==> src/rtl/rtl_sync_ftd_pkg.sv <==
// rtl_sync_ftd_pkg: widths, output scaling, tap coefficients and sample/accumulator types for the FIR
package rtl_sync_ftd_pkg;
    localparam int DIN_W  = 10;
    localparam int DOUT_W = 11;
    localparam int ACC_W  = 17;
    localparam int SHIFT  = 5;
    localparam int NTAPS  = 16;
    // Symmetric low-pass kernel; COEF[k] weights the sample delayed k stages. Sum is 64.
    localparam int COEF [NTAPS] = '{0, 0, 1, -2, 2, 0, -7, 38, 38, -7, 0, 2, -2, 1, 0, 0};
    typedef logic signed [DIN_W-1:0] sample_t;
    typedef logic signed [ACC_W-1:0] acc_t;
endpackage

==> src/rtl/rtl_sync_ftd_fir_tap_mac.sv <==
// fir_tap_mac: signed sample times a constant signed coefficient, producing an ACC_W product
// Ports: x_i - signed sample; p_o - sign-extended product
module fir_tap_mac
    import rtl_sync_ftd_pkg::*;
#(
    parameter int COEF_V = 0
) (
    input  sample_t x_i,
    output acc_t    p_o
);
    // Both operands widened to ACC_W so the multiply is signed at full accumulator width.
    assign p_o = acc_t'(x_i) * acc_t'(COEF_V);
endmodule

==> src/rtl/rtl_sync_ftd.sv <==
// rtl_sync_ftd: 16-tap direct-form FIR, one sample in and one scaled sample out per clock
// Ports: clk - clock; rst - synchronous active-high reset; din - signed sample; dout - registered filtered output
module rtl_sync_ftd
    import rtl_sync_ftd_pkg::*;
(
    input  logic              clk,
    input  logic              rst,
    input  logic [DIN_W-1:0]  din,
    output logic [DOUT_W-1:0] dout
);
    sample_t             tap_q [NTAPS];
    acc_t                prod  [NTAPS];
    acc_t                acc;
    logic [DOUT_W-1:0]   dout_d;
    logic [DOUT_W-1:0]   dout_q;

    for (genvar g = 0; g < NTAPS; g++) begin : g_mac
        fir_tap_mac #(.COEF_V(COEF[g])) u_mac (
            .x_i(tap_q[g]),
            .p_o(prod[g])
        );
    end

    always_comb begin
        acc = '0;
        for (int k = 0; k < NTAPS; k++) acc = acc + prod[k];
    end

    // Arithmetic shift floors toward minus infinity; the cast drops acc bit 16 so large sums wrap.
    assign dout_d = DOUT_W'(acc >>> SHIFT);

    always_ff @(posedge clk) begin
        if (rst) begin
            for (int k = 0; k < NTAPS; k++) tap_q[k] <= '0;
            dout_q <= '0;
        end else begin
            tap_q[0] <= din;
            for (int k = 1; k < NTAPS; k++) tap_q[k] <= tap_q[k-1];
            dout_q <= dout_d;
        end
    end

    assign dout = dout_q;
endmodule

==> config.mk <==
export PLATFORM = sky130hd
export DESIGN_NAME = rtl_sync_ftd
export DESIGN_NICKNAME = d
export VERILOG_FILES = /design/src/rtl/rtl_sync_ftd_pkg.sv /design/src/rtl/rtl_sync_ftd_fir_tap_mac.sv /design/src/rtl/rtl_sync_ftd.sv
export SDC_FILE = /design/constraint.sdc
export NUM_CORES = 1
export LEC_CHECK = 0
export BUFFER_PORTS_ARGS = -buffer_cell sky130_fd_sc_hd__buf_4
export CORE_MARGIN = 5
export CORE_UTILIZATION = 64
export CTS_CLUSTER_SIZE = 40
export DETAILED_ROUTE_END_ITERATION = 8
export HOLD_SLACK_MARGIN = 0.1
export PLACE_DENSITY = 0.81
export SLEW_MARGIN = 20
export SYNTH_ARGS = -nofsm -noshare
export SYNTH_HDL_FRONTEND = slang
export SYNTH_SLANG_ARGS = --single-unit
==> constraint.sdc <==
create_clock -name clk -period 9.23 [get_ports clk]
set_input_delay 1.3845 -clock clk [delete_from_list [all_inputs] [get_ports clk]]
set_output_delay 1.3845 -clock clk [all_outputs]
set_load 0.02 [all_outputs]
* Word level (Yosys, flattened, before mapping)
Memory sizes are Yosys's and may differ from the RTL's.
Cells that the tools add are included.
** Operators by class
- Order comparisons :: 0
- Div/mod/pow operators :: 0
- Multiply operators :: 4
- Shifts and indexed selects :: 0
- Muxes and demuxes :: 19
- Reductions and logical operators :: 0
- Bitwise operators :: 16
- $add $sub $neg :: 11
- Equality and inequality tests :: 0
** Operators with widths (number)
- $mux W10 :: 16
- $add A16 B16 Y16 :: 3
- $add A16 B11 Y16 :: 2
- $add A16 B14 Y16 :: 2
- $mul A10 B6 Y15 const B :: 2
- $neg A10 Y15 :: 2
- $mul A10 B4 Y14 const B :: 2
- $add A10 B16 Y16 :: 1
- $add A16 B10 Y16 :: 1
- $or A1 B1 Y1 :: 16
- $mux W1 :: 3
** Word-level totals
- Logic and storage cells :: 52
- Latch bits :: 0
- Register bits :: 11
- Output and inout bits :: 11
- Memories kept :: 1
- ROM bits :: 0
- Memory bits (writable) :: 160
- Bits of input ports :: 12
** Memory list
- tap_q :: words 16, bits a word 10, rd ports 15, clocked after memory_dff 0, write ports 16, RTL line rtl_sync_ftd.sv:11 : sample_t tap_q [NTAPS];

* Longest topological paths before layout
An unclocked memory read counts as a cell.
- Depth in word-level cells :: 11
- Gate-level depth with buffers :: 32
- Depth with buffers taken out :: 32

* By module
A second synthesis with hierarchy kept.
** Second synthesis, totals
- Cells, all modules :: 1577
- Area total of the unflattened synthesis :: 15558.7 um^2
** By module, submodules not included
- rtl_sync_ftd :: area each 10416.2 um^2, cells each 943, sequential area each 3423.3 um^2, times used 1
- fir_tap_mac at g_mac[7].u_mac ... :: area each 918.4 um^2, cells each 105, sequential area each 0.0 um^2, times used 2
- fir_tap_mac at g_mac[6].u_mac ... :: area each 777.0 um^2, cells each 91, sequential area each 0.0 um^2, times used 2
- fir_tap_mac at g_mac[0].u_mac ... :: area each 131.4 um^2, cells each 18, sequential area each 0.0 um^2, times used 8
- fir_tap_mac at g_mac[12].u_mac ... :: area each 222.7 um^2, cells each 32, sequential area each 0.0 um^2, times used 2
- fir_tap_mac at g_mac[13].u_mac ... :: area each 127.6 um^2, cells each 17, sequential area each 0.0 um^2, times used 2

* Worst setup path before layout
No wires, ideal clock.
- Path type :: register to register
- Start point :: memory tap_q[0][84] in the netlist's numbering
- End point :: register dout_q[10], in the netlist dout[10]
- Arrival time :: 7330 ps
- Required time :: 9102 ps
- Setup time :: 128 ps
- Slack :: 1772 ps
- Path buffers :: 0
- Stages on the path, launching flop included :: 30
- Period minus slack after synthesis :: 7458 ps
- Path through :: dfxtp_1 > ha_1 > ha_1 > fa_1 > ha_1 > a21o_1 > a21oi_1 > o21bai_1 > a21oi_1 > o21bai_1 > a21oi_1 > nor3_1 > a311o_1 > fa_1 > inv_1 > fa_1 > inv_1 > fa_1 > inv_1 > fa_1 > fa_1 > fa_1 > xnor2_1 > xnor2_1 > xnor2_1 > xnor2_1 > xnor2_1 > xnor3_1 > xnor2_1 > nor2_1
** RTL lines
- start: declaration :: RTL line rtl_sync_ftd.sv:11
- end signal: assignment :: RTL line rtl_sync_ftd.sv:39 : dout_q <= dout_d;
- end: declaration :: RTL line rtl_sync_ftd.sv:15 : logic [DOUT_W-1:0] dout_q;

==> results.sh <==
export IMPL_synth_area_leaders="dfxtp_1 29%, fa_1 26%, ha_1 15%"
export IMPL_yosys_warnings=0
export IMPL_htree_levels=4
export IMPL_synth_largest_area_cell="dfxtp_1"
export IMPL_synth_seq_cells=151
export IMPL_syn_to_final_growth_pct=9.81
export IMPL_dp_hpwl_um=16300
export IMPL_grt_pass1_wl_um=35800
export IMPL_slew_viol_final=0
export IMPL_cts_made_buffers=17
export IMPL_grt_max_degree=99
export IMPL_crit_top_cell="fa_1"
export IMPL_row_count=46
export IMPL_fin_skew_ns=0.0223
export IMPL_grt_total_usage=0.237
export IMPL_final_hold_viol_count=0
export IMPL_synth_cells=1027
export IMPL_rrSetupSlack_ns=1.08
export IMPL_worst_path_max_delay_cell="fa_1"
export IMPL_gp_congestion=0.896
export IMPL_layout_drive_gt1_share=0.0591
export IMPL_drt_iter0_markers=272
export IMPL_worst_pin_slew_ns=1.00
export IMPL_antenna_found_initial=0
export IMPL_period_needed_ns=8.15
export IMPL_post_cts_resized=0
export IMPL_drv_cap=0
export IMPL_ant_nets=0
export IMPL_portBuffers=22
export IMPL_status="complete, no violations"
export IMPL_drtPass1Iterations=5
export IMPL_max_stage_delay_ns=0.55
export IMPL_routed_wl_um=21100
export IMPL_min_from="tap_q[0][101]$_SDFF_PP0_"
export IMPL_r2r_end="dout[9]$_SDFF_PP0_"
export IMPL_rr_worst_depth=30
export IMPL_vias=6437
export IMPL_clk_pin_slew_ns=0.07
export IMPL_die_w_um=138
export IMPL_p_total_mw=1.80
export IMPL_die_height_um=138
export IMPL_post_route_period_util=0.883
export IMPL_arrival_ns=8.46
export IMPL_num_io_pins=23
export IMPL_insertion_delay_ns=0.45
export IMPL_crit_path_end_kind="register"
export IMPL_grt_pass1_vias=7229
export IMPL_holdBufCountCts=0
export IMPL_path_class="reg -> reg"
export IMPL_drc_errors=0
export IMPL_setup_tns_ns=0
export IMPL_yosysMostFrequentCell="inv_1"
export IMPL_cp_start_kind="register"
export IMPL_hold_depth=1
export IMPL_async_flop_share=0
export IMPL_slew_headroom=0.332
export IMPL_cp_num_buf_inv=6
export IMPL_fp_dieArea_um2=19000
export IMPL_finalNetCount=1325
export IMPL_vdd_ir_drop_max_uv=188
export IMPL_wl_per_cell_um=16.5
export IMPL_synth_nets=1299
export IMPL_ys_types=37
export IMPL_cp_max_fo=4
export IMPL_cts_setup_buffers=0
export IMPL_setup_viol=0
export IMPL_cts_tree="yes"
export IMPL_ys_top_cells_by_count="265 x inv_1, 151 x dfxtp_1, 134 x fa_1, 126 x ha_1, 117 x nor2b_1"
export IMPL_yosysTopAreaCellShare=0.288
export IMPL_ys_flop_type="dfxtp_1"
export IMPL_cp_required_ns=9.54
export IMPL_seq_area_frac_synth=0.288
export IMPL_synth_edf_count=0
export IMPL_min_path_type="reg -> reg"
export IMPL_cpLargestDelayFamily="adder cells"
export IMPL_worstReg2RegStart="tap_q[0][74]$_SDFF_PP0_"
export IMPL_cts_sinks=151
export IMPL_rsz0062_at_grt="no"
export IMPL_power_static_leakage_nw=5.77
export IMPL_cts_root_buf="clkbuf_16"
export IMPL_cts_max_path_buffers=2
export IMPL_powerDensity_nw_per_um2=156
export IMPL_initial_core_util=0.655
export IMPL_vias_per_cell=5.02
export IMPL_core_region_area_um2=16000
export IMPL_postSynthAreaPerCell_um2=10.2
export IMPL_nFillCells=1118
export IMPL_n_antenna_cell=0
export IMPL_syn_cell_area_um2=10500
export IMPL_grt_overflow_total=0
export IMPL_max_freq_ghz=0.123
export IMPL_min_to="tap_q[0][111]$_SDFF_PP0_"
-- kinds of logic (layout without fill, tap and decap cells) --
group	after synthesis	in the layout	synth area share
flip-flops	151	151	0.288
buffers and inverters	281	320	0.101
XOR/XNOR	58	58	0.0505
multiplexers	2	2	0.00191
AO/OA/AOI/OAI	68	68	0.0426
adder cells (fa/ha/maj)	260	260	0.406
AND/OR/NAND/NOR	207	207	0.110
-- how the worst max path moves through the flow --
stage                     depth (start not counted)             endpoint                     from  slack, ns
after floorplan                                  29  dout[10]$_SDFF_PP0_  tap_q[0][84]$_SDFF_PP0_       1.77
after global placement                           29  dout[10]$_SDFF_PP0_  tap_q[0][84]$_SDFF_PP0_       1.42
after detailed placement                         29  dout[10]$_SDFF_PP0_  tap_q[0][85]$_SDFF_PP0_       1.19
after CTS                                        31  dout[10]$_SDFF_PP0_  tap_q[0][74]$_SDFF_PP0_       1.14
after global routing                             29  dout[10]$_SDFF_PP0_  tap_q[0][83]$_SDFF_PP0_       0.70
final                                            30   dout[9]$_SDFF_PP0_  tap_q[0][74]$_SDFF_PP0_       1.08
-- per-stage QoR --
step / cells / hold WS (ns) / instance area (um2) / setup slack, ns / utilization
2_1_floorplan: 1027 / 0.414 / 10500 / 1.77 / -
3_3_place_gp: 1250 / 0.416 / 10900 / 1.42 / 0.679
3_5_place_dp: 1250 / 0.421 / 10900 / 1.19 / 0.679
4_1_cts: 1282 / 0.431 / 11500 / 1.14 / 0.720
5_1_grt: 1282 / 0.450 / 11500 / 0.701 / 0.720
6_report: 1282 / 0.431 / 11500 / 1.08 / 0.720
-- per-layer routing --
layer  global-route usage  up-vias  part of all wire
met2                0.398      144              0.50
met3               0.0462       40             0.054
met4               0.0785        0             0.023
met5                    0        -                 0
met1                0.312     3127              0.43
li1                     -     3126                 -
-- where the power goes --
group | internal (mW) | switching [mW]
sequential | 0.676 | 0.00981
combinational | 0.153 | 0.200
clock | 0.424 | 0.336
total | 1.25 | 0.546
-- area by class of cell --
cell class / count / area (um2) / area share
multi-input combinational: 595 / 6410 / 0.557
sequential: 151 / 3020 / 0.262
inverter: 265 / 995 / 0.0864
clock buffer: 18 / 439 / 0.0381
tap: 216 / 270 / 0.0235
clock inverter: 14 / 206 / 0.0179
timing repair buffer: 23 / 173 / 0.0150
-- cells in the final DEF, fill, tap and decap left out, drive strengths merged, types with 3 or more instances in the layout --
cell type	n
xnor2	39
xor2	18
clkinv	5
nor4	3
o21bai	9
nor3	8
a21o	8
o21a	3
nand2	14
and2	3
a31oi	3
inv	271
nor2b	117
dfxtp	151
fa	134
a21oi	26
nor2	54
o21ai	8
buf	23
o211ai	3
ha	126
clkbuf	18
-- state kept, by name, indices dropped and copies added, names as in the netlist --
| register | flops |
|---|---|
| tap_q | 140 |
| dout | 11 |
Power figures use the tool's default switching activity.
